<file path="config.mk">
export PLATFORM = sky130hd
export DESIGN_NAME = sm83_ir_queue_flat
export DESIGN_NICKNAME = d
export VERILOG_FILES = /design/src/rtl/sm83_pkg.sv /design/src/rtl/sm83_ir_queue_if.sv /design/src/rtl/sm83_ir_class.sv /design/src/rtl/sm83_ir_queue.sv /design/src/flat_wrapper.sv
export SDC_FILE = /design/constraint.sdc
export NUM_CORES = 1
export LEC_CHECK = 0
export BUFFER_PORTS_ARGS = -buffer_cell sky130_fd_sc_hd__clkbuf_2
export CAP_MARGIN = 15
export CORE_AREA = 2 2 84 86
export CTS_CLUSTER_DIAMETER = 120
export DETAILED_ROUTE_END_ITERATION = 8
export DIE_AREA = 0 0 86 88
export PLACE_DENSITY = 0.57
export SYNTH_ARGS = -nofsm -noshare
export SYNTH_HDL_FRONTEND = slang
export SYNTH_HIERARCHICAL = 1
export SYNTH_SLANG_ARGS = --single-unit
</file>
<file path="constraint.sdc">
create_clock -name clk -period 4.1 [get_ports clk]
set_input_delay 0.205 -clock clk [delete_from_list [all_inputs] [get_ports clk]]
set_output_delay 0.205 -clock clk [all_outputs]
set_load 0.02 [all_outputs]
</file>
<file path="src/rtl/sm83_pkg.sv">
// Shared types and constants for the SM83 instruction-register front end:
// opcode class encoding, special opcodes and the queue FSM state type.
package sm83_pkg;

  localparam int SM83_WORD_SIZE   = 8;
  localparam int SM83_QUEUE_DEPTH = 2;

  // Coarse opcode class handed to the sequencer alongside ir.
  typedef enum logic [2:0] {
    CLS_NOP  = 3'd0,
    CLS_ALU  = 3'd1,
    CLS_LD8  = 3'd2,
    CLS_LD16 = 3'd3,
    CLS_JUMP = 3'd4,
    CLS_CB   = 3'd5,
    CLS_MISC = 3'd6
  } sm83_opc_class_t;

  localparam logic [7:0] OPC_PREFIX_CB = 8'hCB;
  localparam logic [7:0] OPC_HALT      = 8'h76;

  typedef enum logic [1:0] {
    ST_FETCH  = 2'd0,
    ST_PREFIX = 2'd1,
    ST_ISSUE  = 2'd2,
    ST_HALT   = 2'd3
  } ir_state_t;

  // HALT only exists in the unprefixed bank; CB 0x76 is BIT 6,(HL).
  function automatic logic is_halt_opcode(input logic cb, input logic [7:0] opcode);
    return !cb && (opcode == OPC_HALT);
  endfunction

endpackage

</file>
<file path="src/rtl/sm83_ir_queue_if.sv">
// Bundle of the fetch-side and issue-side signals of the instruction queue.
// slave is the queue itself, master is the fetch unit / sequencer side.
interface sm83_ir_queue_if #(
  parameter int WORD_SIZE = 8
) ();
  import sm83_pkg::*;

  logic                 fetch_valid;
  logic [WORD_SIZE-1:0] fetch_data;
  logic                 fetch_ready;
  logic                 flush;
  logic                 issue_valid;
  logic                 issue_ready;
  logic [WORD_SIZE-1:0] ir;
  logic                 bank_cb;
  sm83_opc_class_t      op_class;
  logic [1:0]           imm_len;
  logic                 irq_pending;
  logic                 ime;
  logic                 in_halt;
  logic                 halt_bug;

  modport master (
    output fetch_valid, fetch_data, flush, issue_ready, irq_pending, ime,
    input  fetch_ready, issue_valid, ir, bank_cb, op_class, imm_len, in_halt, halt_bug
  );

  modport slave (
    input  fetch_valid, fetch_data, flush, issue_ready, irq_pending, ime,
    output fetch_ready, issue_valid, ir, bank_cb, op_class, imm_len, in_halt, halt_bug
  );

endinterface

</file>
<file path="src/rtl/sm83_ir_class.sv">
// Combinational opcode classifier: maps {bank_cb, opcode} to a coarse class
// and the number of immediate bytes that follow the opcode in the stream.
// Decoding uses the usual x/y/z split of the opcode (x=[7:6], y=[5:3], z=[2:0]).
module sm83_ir_class
  import sm83_pkg::*;
(
  input  logic            bank_cb,
  input  logic [7:0]      opcode,
  output sm83_opc_class_t op_class,
  output logic [1:0]      imm_len
);

  logic [1:0] x;
  logic [2:0] y;
  logic [2:0] z;

  assign x = opcode[7:6];
  assign y = opcode[5:3];
  assign z = opcode[2:0];

  // Class decode; CB bank is uniform, unprefixed bank splits by quadrant.
  always_comb begin
    op_class = CLS_MISC;
    if (bank_cb) begin
      op_class = CLS_CB;
    end else if (opcode == 8'h00) begin
      op_class = CLS_NOP;
    end else if (opcode == OPC_HALT) begin
      op_class = CLS_MISC;
    end else begin
      case (x)
        2'b01: op_class = CLS_LD8;
        2'b10: op_class = CLS_ALU;
        2'b00: begin
          case (z)
            3'd0: begin
              if (y == 3'd1)      op_class = CLS_LD16;  // LD (nn),SP
              else if (y == 3'd2) op_class = CLS_MISC;  // STOP
              else                op_class = CLS_JUMP;  // JR family
            end
            3'd1:    op_class = y[0] ? CLS_ALU : CLS_LD16;  // ADD HL,rr / LD rr,nn
            3'd2,
            3'd6:    op_class = CLS_LD8;
            default: op_class = CLS_ALU;                   // INC/DEC, rotates, DAA...
          endcase
        end
        default: begin
          case (z)
            3'd0: begin
              if (y < 3'd4)                      op_class = CLS_JUMP;  // RET cc
              else if (y == 3'd5)                op_class = CLS_ALU;   // ADD SP,e
              else if (y == 3'd7)                op_class = CLS_LD16;  // LD HL,SP+e
              else                               op_class = CLS_LD8;   // LDH
            end
            3'd1: begin
              if (!y[0] || y == 3'd7)            op_class = CLS_LD16;  // POP, LD SP,HL
              else                               op_class = CLS_JUMP;  // RET, RETI, JP HL
            end
            3'd2:    op_class = (y < 3'd4) ? CLS_JUMP : CLS_LD8;
            3'd3:    op_class = (y == 3'd0) ? CLS_JUMP : CLS_MISC;
            3'd4:    op_class = (y < 3'd4) ? CLS_JUMP : CLS_MISC;
            3'd5: begin
              if (!y[0])                         op_class = CLS_LD16;  // PUSH
              else if (y == 3'd1)                op_class = CLS_JUMP;  // CALL nn
              else                               op_class = CLS_MISC;
            end
            3'd6:    op_class = CLS_ALU;
            default: op_class = CLS_JUMP;                              // RST
          endcase
        end
      endcase
    end
  end

  // Immediate length decode; CB-bank opcodes never carry immediates.
  always_comb begin
    imm_len = 2'd0;
    if (!bank_cb) begin
      if (x == 2'b00) begin
        if (z == 3'd1 && !y[0])               imm_len = 2'd2;  // LD rr,nn
        else if (z == 3'd0 && y == 3'd1)      imm_len = 2'd2;  // LD (nn),SP
        else if (z == 3'd6)                   imm_len = 2'd1;  // LD r,n
        else if (z == 3'd0 && y >= 3'd2)      imm_len = 2'd1;  // STOP, JR
      end else if (x == 2'b11) begin
        if (z == 3'd6)                        imm_len = 2'd1;  // ALU A,n
        else if (z == 3'd0 && y >= 3'd4)      imm_len = 2'd1;  // LDH, ADD SP / LD HL,SP+e
        else if (z == 3'd2 && (y < 3'd4 || y == 3'd5 || y == 3'd7))
                                              imm_len = 2'd2;  // JP cc, LD (nn),A / A,(nn)
        else if (z == 3'd3 && y == 3'd0)      imm_len = 2'd2;  // JP nn
        else if (z == 3'd4 && y < 3'd4)       imm_len = 2'd2;  // CALL cc
        else if (z == 3'd5 && y == 3'd1)      imm_len = 2'd2;  // CALL nn
      end
    end
  end

endmodule

</file>
<file path="src/rtl/sm83_ir_queue.sv">
// Instruction-register front end: a small prefetch FIFO feeding a
// FETCH/PREFIX/ISSUE/HALT state machine that folds the CB prefix, classifies
// the opcode and presents it on a valid/ready handshake. Also owns HALT and
// the HALT-bug replay, where the byte after HALT is read without being popped.
module sm83_ir_queue
  import sm83_pkg::*;
#(
  parameter int WORD_SIZE   = SM83_WORD_SIZE,
  parameter int QUEUE_DEPTH = SM83_QUEUE_DEPTH
) (
  input  logic           clk,
  input  logic           nreset,
  sm83_ir_queue_if.slave bus
);

  localparam int PTR_W = $clog2(QUEUE_DEPTH);
  localparam int CNT_W = PTR_W + 1;

  // FIFO storage and bookkeeping
  logic [WORD_SIZE-1:0] mem_q [QUEUE_DEPTH];
  logic [PTR_W-1:0]     rd_ptr_q, rd_ptr_d;
  logic [PTR_W-1:0]     wr_ptr_q, wr_ptr_d;
  logic [CNT_W-1:0]     count_q, count_d;
  logic                 replay_q, replay_d;

  // FSM and registered issue outputs
  ir_state_t            state_q, state_d;
  logic [WORD_SIZE-1:0] ir_q, ir_d;
  logic                 bank_cb_q, bank_cb_d;
  sm83_opc_class_t      op_class_q, op_class_d;
  logic [1:0]           imm_len_q, imm_len_d;
  logic                 halt_bug_q, halt_bug_d;

  logic                 fifo_empty;
  logic                 fifo_full;
  logic                 fifo_push;
  logic                 fifo_pop;
  logic                 pop_advance;
  logic [WORD_SIZE-1:0] head_byte;
  sm83_opc_class_t      head_class;
  logic [1:0]           head_imm_len;

  assign fifo_empty = (count_q == '0);
  assign fifo_full  = (count_q == CNT_W'(QUEUE_DEPTH));
  assign head_byte  = mem_q[rd_ptr_q];

  // The classifier sees the head byte in the bank it will be issued from.
  sm83_ir_class u_class (
    .bank_cb  (state_q == ST_PREFIX),
    .opcode   (head_byte[7:0]),
    .op_class (head_class),
    .imm_len  (head_imm_len)
  );

  // Next-state, FIFO pointer and issue-register logic.
  always_comb begin
    state_d     = state_q;
    rd_ptr_d    = rd_ptr_q;
    wr_ptr_d    = wr_ptr_q;
    count_d     = count_q;
    replay_d    = replay_q;
    ir_d        = ir_q;
    bank_cb_d   = bank_cb_q;
    op_class_d  = op_class_q;
    imm_len_d   = imm_len_q;
    halt_bug_d  = 1'b0;
    fifo_push   = bus.fetch_valid && !fifo_full;
    fifo_pop    = 1'b0;
    pop_advance = 1'b0;

    if (bus.flush) begin
      state_d   = ST_FETCH;
      rd_ptr_d  = '0;
      wr_ptr_d  = '0;
      count_d   = '0;
      replay_d  = 1'b0;
      bank_cb_d = 1'b0;
      fifo_push = 1'b0;
    end else begin
      case (state_q)
        ST_FETCH: begin
          if (!fifo_empty) begin
            fifo_pop = 1'b1;
            if (head_byte == WORD_SIZE'(OPC_PREFIX_CB)) begin
              state_d   = ST_PREFIX;
              bank_cb_d = 1'b1;
            end else begin
              state_d    = ST_ISSUE;
              ir_d       = head_byte;
              bank_cb_d  = 1'b0;
              op_class_d = head_class;
              imm_len_d  = head_imm_len;
            end
          end
        end
        ST_PREFIX: begin
          // Any byte after the prefix, including 0xCB, is a CB-bank opcode.
          if (!fifo_empty) begin
            fifo_pop   = 1'b1;
            state_d    = ST_ISSUE;
            ir_d       = head_byte;
            op_class_d = head_class;
            imm_len_d  = head_imm_len;
          end
        end
        ST_ISSUE: begin
          if (bus.issue_ready) begin
            if (is_halt_opcode(bank_cb_q, ir_q[7:0])) begin
              if (bus.irq_pending && !bus.ime) begin
                state_d    = ST_FETCH;
                replay_d   = 1'b1;
                halt_bug_d = 1'b1;
              end else if (bus.irq_pending) begin
                state_d = ST_FETCH;
              end else begin
                state_d = ST_HALT;
              end
            end else begin
              state_d = ST_FETCH;
            end
          end
        end
        ST_HALT: begin
          if (bus.irq_pending) begin
            state_d = ST_FETCH;
          end
        end
        default: state_d = ST_FETCH;
      endcase

      // A replayed pop reads the head but leaves it in the FIFO.
      if (fifo_pop) begin
        if (replay_q) begin
          replay_d = 1'b0;
        end else begin
          pop_advance = 1'b1;
          rd_ptr_d    = rd_ptr_q + PTR_W'(1);
        end
      end

      if (fifo_push) begin
        wr_ptr_d = wr_ptr_q + PTR_W'(1);
      end

      case ({fifo_push, pop_advance})
        2'b10:   count_d = count_q + CNT_W'(1);
        2'b01:   count_d = count_q - CNT_W'(1);
        default: count_d = count_q;
      endcase
    end
  end

  // Control and issue registers, cleared immediately on reset assertion.
  always_ff @(posedge clk or negedge nreset) begin
    if (!nreset) begin
      state_q    <= ST_FETCH;
      rd_ptr_q   <= '0;
      wr_ptr_q   <= '0;
      count_q    <= '0;
      replay_q   <= 1'b0;
      ir_q       <= '0;
      bank_cb_q  <= 1'b0;
      op_class_q <= CLS_NOP;
      imm_len_q  <= 2'd0;
      halt_bug_q <= 1'b0;
    end else begin
      state_q    <= state_d;
      rd_ptr_q   <= rd_ptr_d;
      wr_ptr_q   <= wr_ptr_d;
      count_q    <= count_d;
      replay_q   <= replay_d;
      ir_q       <= ir_d;
      bank_cb_q  <= bank_cb_d;
      op_class_q <= op_class_d;
      imm_len_q  <= imm_len_d;
      halt_bug_q <= halt_bug_d;
    end
  end

  // FIFO payload; entries are only read while the count says they are valid.
  always_ff @(posedge clk) begin
    if (fifo_push) begin
      mem_q[wr_ptr_q] <= bus.fetch_data;
    end
  end

  assign bus.fetch_ready = !fifo_full;
  assign bus.issue_valid = (state_q == ST_ISSUE);
  assign bus.in_halt     = (state_q == ST_HALT);
  assign bus.ir          = ir_q;
  assign bus.bank_cb     = bank_cb_q;
  assign bus.op_class    = op_class_q;
  assign bus.imm_len     = imm_len_q;
  assign bus.halt_bug    = halt_bug_q;

endmodule

</file>
<file path="src/flat_wrapper.sv">
// flat-port wrapper written by rule: the top's interface ports become plain ports
module sm83_ir_queue_flat import sm83_pkg::*;
#(
  parameter int WORD_SIZE   = SM83_WORD_SIZE,
  parameter int QUEUE_DEPTH = SM83_QUEUE_DEPTH
)
  (clk, nreset, bus_fetch_valid, bus_fetch_data, bus_flush, bus_issue_ready, bus_irq_pending, bus_ime, bus_fetch_ready, bus_issue_valid, bus_ir, bus_bank_cb, bus_op_class, bus_imm_len, bus_in_halt, bus_halt_bug);
  sm83_ir_queue_if #(.WORD_SIZE(WORD_SIZE)) bus_i ();
  input  logic clk;
  input  logic nreset;
  input wire logic [$bits(bus_i.fetch_valid)-1:0] bus_fetch_valid;
  input wire logic [$bits(bus_i.fetch_data)-1:0] bus_fetch_data;
  input wire logic [$bits(bus_i.flush)-1:0] bus_flush;
  input wire logic [$bits(bus_i.issue_ready)-1:0] bus_issue_ready;
  input wire logic [$bits(bus_i.irq_pending)-1:0] bus_irq_pending;
  input wire logic [$bits(bus_i.ime)-1:0] bus_ime;
  output wire logic [$bits(bus_i.fetch_ready)-1:0] bus_fetch_ready;
  output wire logic [$bits(bus_i.issue_valid)-1:0] bus_issue_valid;
  output wire logic [$bits(bus_i.ir)-1:0] bus_ir;
  output wire logic [$bits(bus_i.bank_cb)-1:0] bus_bank_cb;
  output wire logic [$bits(bus_i.op_class)-1:0] bus_op_class;
  output wire logic [$bits(bus_i.imm_len)-1:0] bus_imm_len;
  output wire logic [$bits(bus_i.in_halt)-1:0] bus_in_halt;
  output wire logic [$bits(bus_i.halt_bug)-1:0] bus_halt_bug;
  assign bus_i.fetch_valid = bus_fetch_valid;
  assign bus_i.fetch_data = bus_fetch_data;
  assign bus_i.flush = bus_flush;
  assign bus_i.issue_ready = bus_issue_ready;
  assign bus_i.irq_pending = bus_irq_pending;
  assign bus_i.ime = bus_ime;
  assign bus_fetch_ready = bus_i.fetch_ready;
  assign bus_issue_valid = bus_i.issue_valid;
  assign bus_ir = bus_i.ir;
  assign bus_bank_cb = bus_i.bank_cb;
  assign bus_op_class = bus_i.op_class;
  assign bus_imm_len = bus_i.imm_len;
  assign bus_in_halt = bus_i.in_halt;
  assign bus_halt_bug = bus_i.halt_bug;
  sm83_ir_queue #(.WORD_SIZE(WORD_SIZE), .QUEUE_DEPTH(QUEUE_DEPTH)) u_core (.clk(clk), .nreset(nreset), .bus(bus_i));
endmodule
</file>
======== Yosys cells after proc, flatten, opt, wreduce, memory -nomap -nowiden ========
Memory sizes are Yosys's and may differ from the RTL's.
Cells that the tools add are included.
storage, ports and cells
  register bits ........................... 22
  latch bits .............................. 0
  RAM bits ................................ 16
  ROM bits ................................ 0
  bits of input ports ..................... 15
  output and inout port bits .............. 18
  word-level logic and storage cells ...... 170
  memories ................................ 1
cells by class
  add/subtract/negate cells ............... 4
  multiply operators ...................... 0
  divide/modulo/power cells ............... 0
  $lt $le $gt $ge ......................... 3
  eq/ne operators ......................... 31
  shift operators ......................... 0
  muxes and demuxes ....................... 85
  bitwise gates (word level) .............. 1
  reduce and logical (&&, ||, !) cells .... 35
memory list
  name          depth  bits a word  rd ports  clocked after memory_dff  wr ports  RTL line             RTL
  u_core.mem_q  2      8            1         0                         1         sm83_ir_queue.sv:20  logic [WORD_SIZE-1:0] mem_q [QUEUE_DEPTH];
operators with widths
  operator                                                          number
  2-bit two-way mux                                                 30
  1-bit two-way mux                                                 33
  3-bit two-way mux                                                 11
  8-bit two-way mux                                                 3
  3-bit one-hot mux with 7 select lines                             1
  3-bit one-hot mux with 3 select lines                             2
  8-bit by 7-bit == test with 1-bit output (second input constant)  2
  8-bit one-hot mux with 2 select lines                             1
  3-bit == test (second input constant)                             5
  2-bit == test (second input constant)                             6
  3-bit inequality test (second input constant)                     4
  1-bit logical AND                                                 11
  2-bit inequality test (second input constant)                     5
  3-bit by 2-bit == test with 1-bit output (second input constant)  3
  8-bit == test (second input constant)                             1
  8-bit logical NOT                                                 1
  2-bit one-hot mux with 2 select lines                             2
  2-bit one-hot mux with 4 select lines                             1
  2-bit nonzero test                                                4
  2-bit by 1-bit == test with 1-bit output (second input constant)  3
  3-bit by 1-bit == test with 1-bit output (second input constant)  2
  2-bit logical NOT                                                 3
  3-bit logical NOT                                                 2
  3-bit one-hot mux with 2 select lines                             1
  14 further kinds                                                  22

======== Logic depth before layout (Yosys ltp) ========
An unclocked memory read counts as a cell.
  word-level depth ........................ 15
  depth in mapped cells ................... 9
  depth with buffers taken out ............ 7

======== Cells and area by module ========
Netlist, hierarchy kept.
by module, submodules not included
  module         times used  cells each  area an instance (µm²)  sequential area each (µm²)
  sm83_ir_queue  1           123         1692.9                  1031.0
  sm83_ir_class  1           61          441.7                   0.0

======== Worst setup path before layout ========
OpenSTA, ideal clock, no wires.
  kind .................................... reg-to-reg
  start ................................... register u_core.rd_ptr_q
  end ..................................... register u_core.op_class_q[1], in the netlist u_core/bus.op_class[1]
  library setup time ...................... 0.125 ns
  arrival ................................. 2.306 ns
  data required time ...................... 3.975 ns
  setup slack ............................. 1.670 ns
  cell stages (with the launch flop) ...... 9
  buffers on the path ..................... 2
  clock period less this slack ............ 2.430 ns
  cell sequence ........................... dfrtp_1 -> buf_1 -> mux2_2 -> buf_6 -> maj3_1 -> or3b_1 -> nand4_1 -> a211oi_1 -> mux2_2
on the way
  cells in the longest elaborated chain, start to end .. 12
  elaborated cells on any way between the ends .. 46
  classes of those cells .................. order compare (1); eq/ne (15); mux (21); reduce/logical (8); memory (1)
RTL lines
  item                                                                RTL line              RTL
  start: declaration                                                  sm83_ir_queue.sv:21   logic [PTR_W-1:0] rd_ptr_q, rd_ptr_d;
  start signal: assignment                                            sm83_ir_queue.sv:168  rd_ptr_q <= rd_ptr_d;
  memory read 2 x 8 bit *                                             n/a
  via u_core.head_byte[5]                                             sm83_ir_queue.sv:39   logic [WORD_SIZE-1:0] head_byte;
  branches (longest 6 deep; another with 3-bit less-than comparator)  n/a
  3-bit two-way mux *                                                 sm83_ir_class.sv:26   end else if (opcode == 8'h00) begin
  3-bit two-way mux *                                                 sm83_ir_class.sv:24   if (bank_cb) begin
  via u_core.head_class[1]                                            sm83_ir_queue.sv:40   sm83_opc_class_t head_class;
  3-bit two-way mux                                                   sm83_ir_queue.sv:84   if (head_byte == WORD_SIZE'(OPC_PREFIX_CB)) begin
  3-bit two-way mux                                                   sm83_ir_queue.sv:82   if (!fifo_empty) begin
  3-bit one-hot mux with 2 select lines *                             sm83_ir_queue.sv:80   case (state_q)
  end signal: assignment                                              sm83_ir_queue.sv:174  op_class_q <= op_class_d;
  end: declaration                                                    sm83_ir_queue.sv:30   sm83_opc_class_t op_class_q, op_class_d;
Mark *: on every way through the listed nets, which the timed path passes. The select of a mux whose other input is x is not followed.
A chain may end at the register's enable or synchronous reset.

======== Worst setup path after layout ========
  start ................................... register u_core.rd_ptr_q
  end ..................................... register u_core.op_class_q[1], in the netlist u_core/bus.op_class[1]
on the way
  cells in the longest elaborated chain, start to end .. 12
  elaborated cells on any way between the ends .. 46
  classes of those cells .................. order compare (1); eq/ne (15); mux (21); reduce/logical (8); memory (1)
RTL lines
  item
  memory read 2 x 8 bit *
  branches (longest 11 deep; another with 3-bit less-than comparator)
Every way passes the cells marked *. The select of a mux whose other input is x is not followed.

==> impl_metrics.py <==
metrics = {
    "worst_setup_path": {
        "cp_max_fo": 14,
        "rr_worst_depth": 4,
        "reg2reg_to": "u_core/bus.op_class[1]$_DFFE_PN0P_",
        "crit_arrival_ns": 2.78,
        "rrSetupSlack_ns": 1.49,
        "worstSetupStartpointType": "flop",
        "r2r_start": "u_core/rd_ptr_q$_DFFE_PN0P_",
        "setup.worst_path.end_class": "flop",
        "worstSetupPathType": "reg -> reg",
        "cp.required_ns": 4.28,
    },
    "global_route": {
        "grt_pass1_vias": 1477,
        "grt_pass1_wl_um": 7380,
        "grt_usage_pct": 12.5,
        "grt_start_max_net_pins": 23,
        "grt-ovfl-total": 0,
        "antenna_found_initial": 0,
    },
    "sta": {
        "rsz0062_at_grt": "false",
        "maxSlewViolCount": 0,
        "setup_viol_count_final": 0,
        "fin_ws_ns": 1.49,
        "hold_violations": 0,
        "worst_pin_slew_ns": 1.09,
        "relSlewSlack_pct": 26.7,
        "finalCritPeriodShare_pct": 63.6,
        "period_minus_slack_ns": 2.61,
        "whs_ns": 0.0976,
        "skew_ns": 0.00709,
        "fmax_mhz": 383,
        "fin_setup_tns_ns": 0,
    },
    "cells_and_area": {
        "drive_gt1_share_pct": 31.3,
        "nets": 228,
        "fin_cells": 294,
        "area_delta_synth_final_pct": 11.3,
        "fillers": 662,
        "stdcell_area_um2": 2370,
        "utilization_pct": 35.7,
        "num_antenna_cells": 0,
    },
    "cts": {
        "cts_buffer_depth": 2,
        "h-tree-depth": 2,
        "cts_tree": "done",
        "clock_latency_ns": 0.28,
        "clk_pin_slew_ns": 0.07,
        "clockRootBuffer": "clkbuf_8",
        "cts-buffers-inserted": 5,
        "clkSinkCount": 38,
    },
    "synth": {
        "netlist.area_leader.share_pct": 25.8,
        "synth.net_count": 199,
        "synth_area_leader_cell": "dfrtp_1",
        "synth_edf_count": 16,
        "syn_avg_cell_area_um2": 11.6,
        "postSynth.asyncResetShare_pct": 57.9,
        "synth_area_um2": 2130,
        "synthCells": 184,
        "synth.distinct_cells": 53,
        "ys_seq_area_share_pct": 48.3,
        "synth_seq_cells": 38,
        "synth_ff_type": "dfrtp_1",
        "yosysWarnings": 6,
        "synth_top_cells_by_area": "dfrtp_1 (26%), edfxtp_1 (23%), mux2_4 (7.0%)",
    },
    "pwr": {
        "total_leakage_power_nw": 0.956,
        "clkPwrFrac_pct": 24.7,
        "power_density_nw_per_um2": 414,
        "netSwitchingFraction_pct": 31.0,
        "pwr-share-comb_pct": 26.1,
        "netSwitchingPower_mw": 0.305,
        "p_int_mw": 0.678,
        "peakVddDrop_mv": 0.173,
        "seq_power_share_pct": 49.2,
        "power_mw": 0.982,
    },
    "die": {
        "coreArea_um2": 6640,
        "top_level_ports": 33,
        "initial_core_util_pct": 32.1,
        "chipWidth_um": 86,
        "die-area_um2": 7570,
        "die-height_um": 88,
        "std_cell_rows": 30,
    },
    "detailed_routing": {
        "drtIter0Drc": 130,
        "drt-vias-per-instance": 5.17,
        "drc": 0,
        "first_pass_iters": 4,
        "routedWlPerCell_um": 14.8,
        "route.met3.wl_um": 181,
        "postRouteAntennaNets": 0,
        "drt-total-wl_um": 4360,
        "vias": 1521,
        "top_layer": "met4",
        "wl_met1_um": 2300,
        "wl_met2_um": 1830,
    },
    "placed_design": {
        "portBuffers": 32,
        "dpl.cell_count": 285,
        "gp_congestion": 0.725,
        "placed_cell_area_um2": 2280,
        "hpwl_um": 3140,
        "post-place-ws_ns": 1.49,
    },
    "hold_path": {
        "min_to": "u_core/bus.halt_bug$_DFF_PN0_",
        "hp-class": "in -> reg",
        "holdPathStages": 2,
        "hp-start": "bus_ime",
    },
    "run": {
        "maxCapViolations": 0,
    },
    "outcome": {
        "status": "finished, final reports clean",
    },
}
## cell families (layout without fill, tap and decap cells)
logic type                 count (synthesis)  in the layout  share of synthesized area, %
AOI/OAI and AO/OA                         39             39                          12.5
muxes                                     21             21                          12.8
buffers and inverters                     15             45                          6.15
DFF                                       38             38                          48.3
adders and majority gates                  1              1                         0.469
xor gates and xnor gates                   3              3                          1.23
and+or+nand+nor                           67             67                          18.5
## synth_stat cells (3+ instances only)
cell and n:
a21oi_1 13, o21ai_0 5, nor2_1 14, dfrtp_1 22, buf_6 5, mux2_4 10, nor3b_1 3, nand2b_1 5
o31ai_1 3, nor4_1 3, or3_1 5, nand3b_1 4, edfxtp_1 16, nor3_1 4, mux2_2 10, inv_1 3
nand2_1 9, nand4_1 4
## routing by layer
layer,vias to the layer above,GRT usage [%]
met5,-,0
met4,0,4.04
met3,5,2.64
met2,39,18.3
met1,722,18.5
li1,755,-
## state kept, by name, indices dropped and copies added (netlist names)
signal               cells
u_core/bus.op_class      3
u_core/count_q           2
u_core/replay_q          1
u_core/state_q           2
u_core/bus.halt_bug      1
u_core/mem_q            16
u_core/wr_ptr_q          1
u_core/bus.imm_len       2
u_core/rd_ptr_q          1
u_core/bus.ir            8
u_core/bus.bank_cb       1
## critical path, stage by stage (launching register included)
cell	delay, ns
dfrtp_1	0.52
or4_4	0.59
a221oi_2	0.37
or3_1	0.61
mux2_2	0.40
## cell usage in the layout (no fill, tap or decap), types with 3 or more instances in the layout
cell type / n
clkbuf_2: 32
dfrtp_1: 22
edfxtp_1: 16
nor2_1: 14
a21oi_1: 13
mux2_2: 10
mux2_4: 10
nand2_1: 9
clkbuf_8: 5
o21ai_0: 5
nand2b_1: 5
or3_1: 5
nand4_1: 4
nor3_1: 4
nand3b_1: 4
inv_1: 3
nor3b_1: 3
nor4_1: 3
o31ai_1: 3
## power by group through the flow
stage	clock network (mW)	logic, mW	registers [mW]
global placement	0	0.255	0.491
global route	0.265	0.278	0.490
finish	0.242	0.256	0.484
CTS	0.249	0.258	0.484
detailed placement	0	0.257	0.492
floorplan	0	0.154	0.525
## area by class of cell
cell class,count,area (µm²),area share (%)
clock buffers,6,72.6,3.06
flip-flops and latches,38,1030,43.4
repair buffers,34,178,7.48
clock inverters,2,10.0,0.421
multi-input cells,131,972,40.9
well taps,80,100,4.21
inverters,3,11.3,0.474
## worst max path at each step
stage                                            from  cells after the start                                  to
after CTS                 u_core/rd_ptr_q$_DFFE_PN0P_                      4  u_core/bus.op_class[1]$_DFFE_PN0P_
after global routing      u_core/rd_ptr_q$_DFFE_PN0P_                      5  u_core/bus.op_class[1]$_DFFE_PN0P_
final                     u_core/rd_ptr_q$_DFFE_PN0P_                      4  u_core/bus.op_class[1]$_DFFE_PN0P_
after floorplan           u_core/rd_ptr_q$_DFFE_PN0P_                      8  u_core/bus.op_class[1]$_DFFE_PN0P_
after detailed placement  u_core/rd_ptr_q$_DFFE_PN0P_                      4  u_core/bus.op_class[1]$_DFFE_PN0P_
after global placement    u_core/rd_ptr_q$_DFFE_PN0P_                      4  u_core/bus.op_class[0]$_DFFE_PN0P_
## timing repair
| action | in CTS | in global routing |
|---|---|---|
| endpoints found under the hold margin | 22 | 0 |
| gates resized for setup | 0 | 0 |
| setup buffers | 0 | 0 |
| hold buffers | 1 | 0 |
No activity file was read; power rests on OpenSTA's default activity.
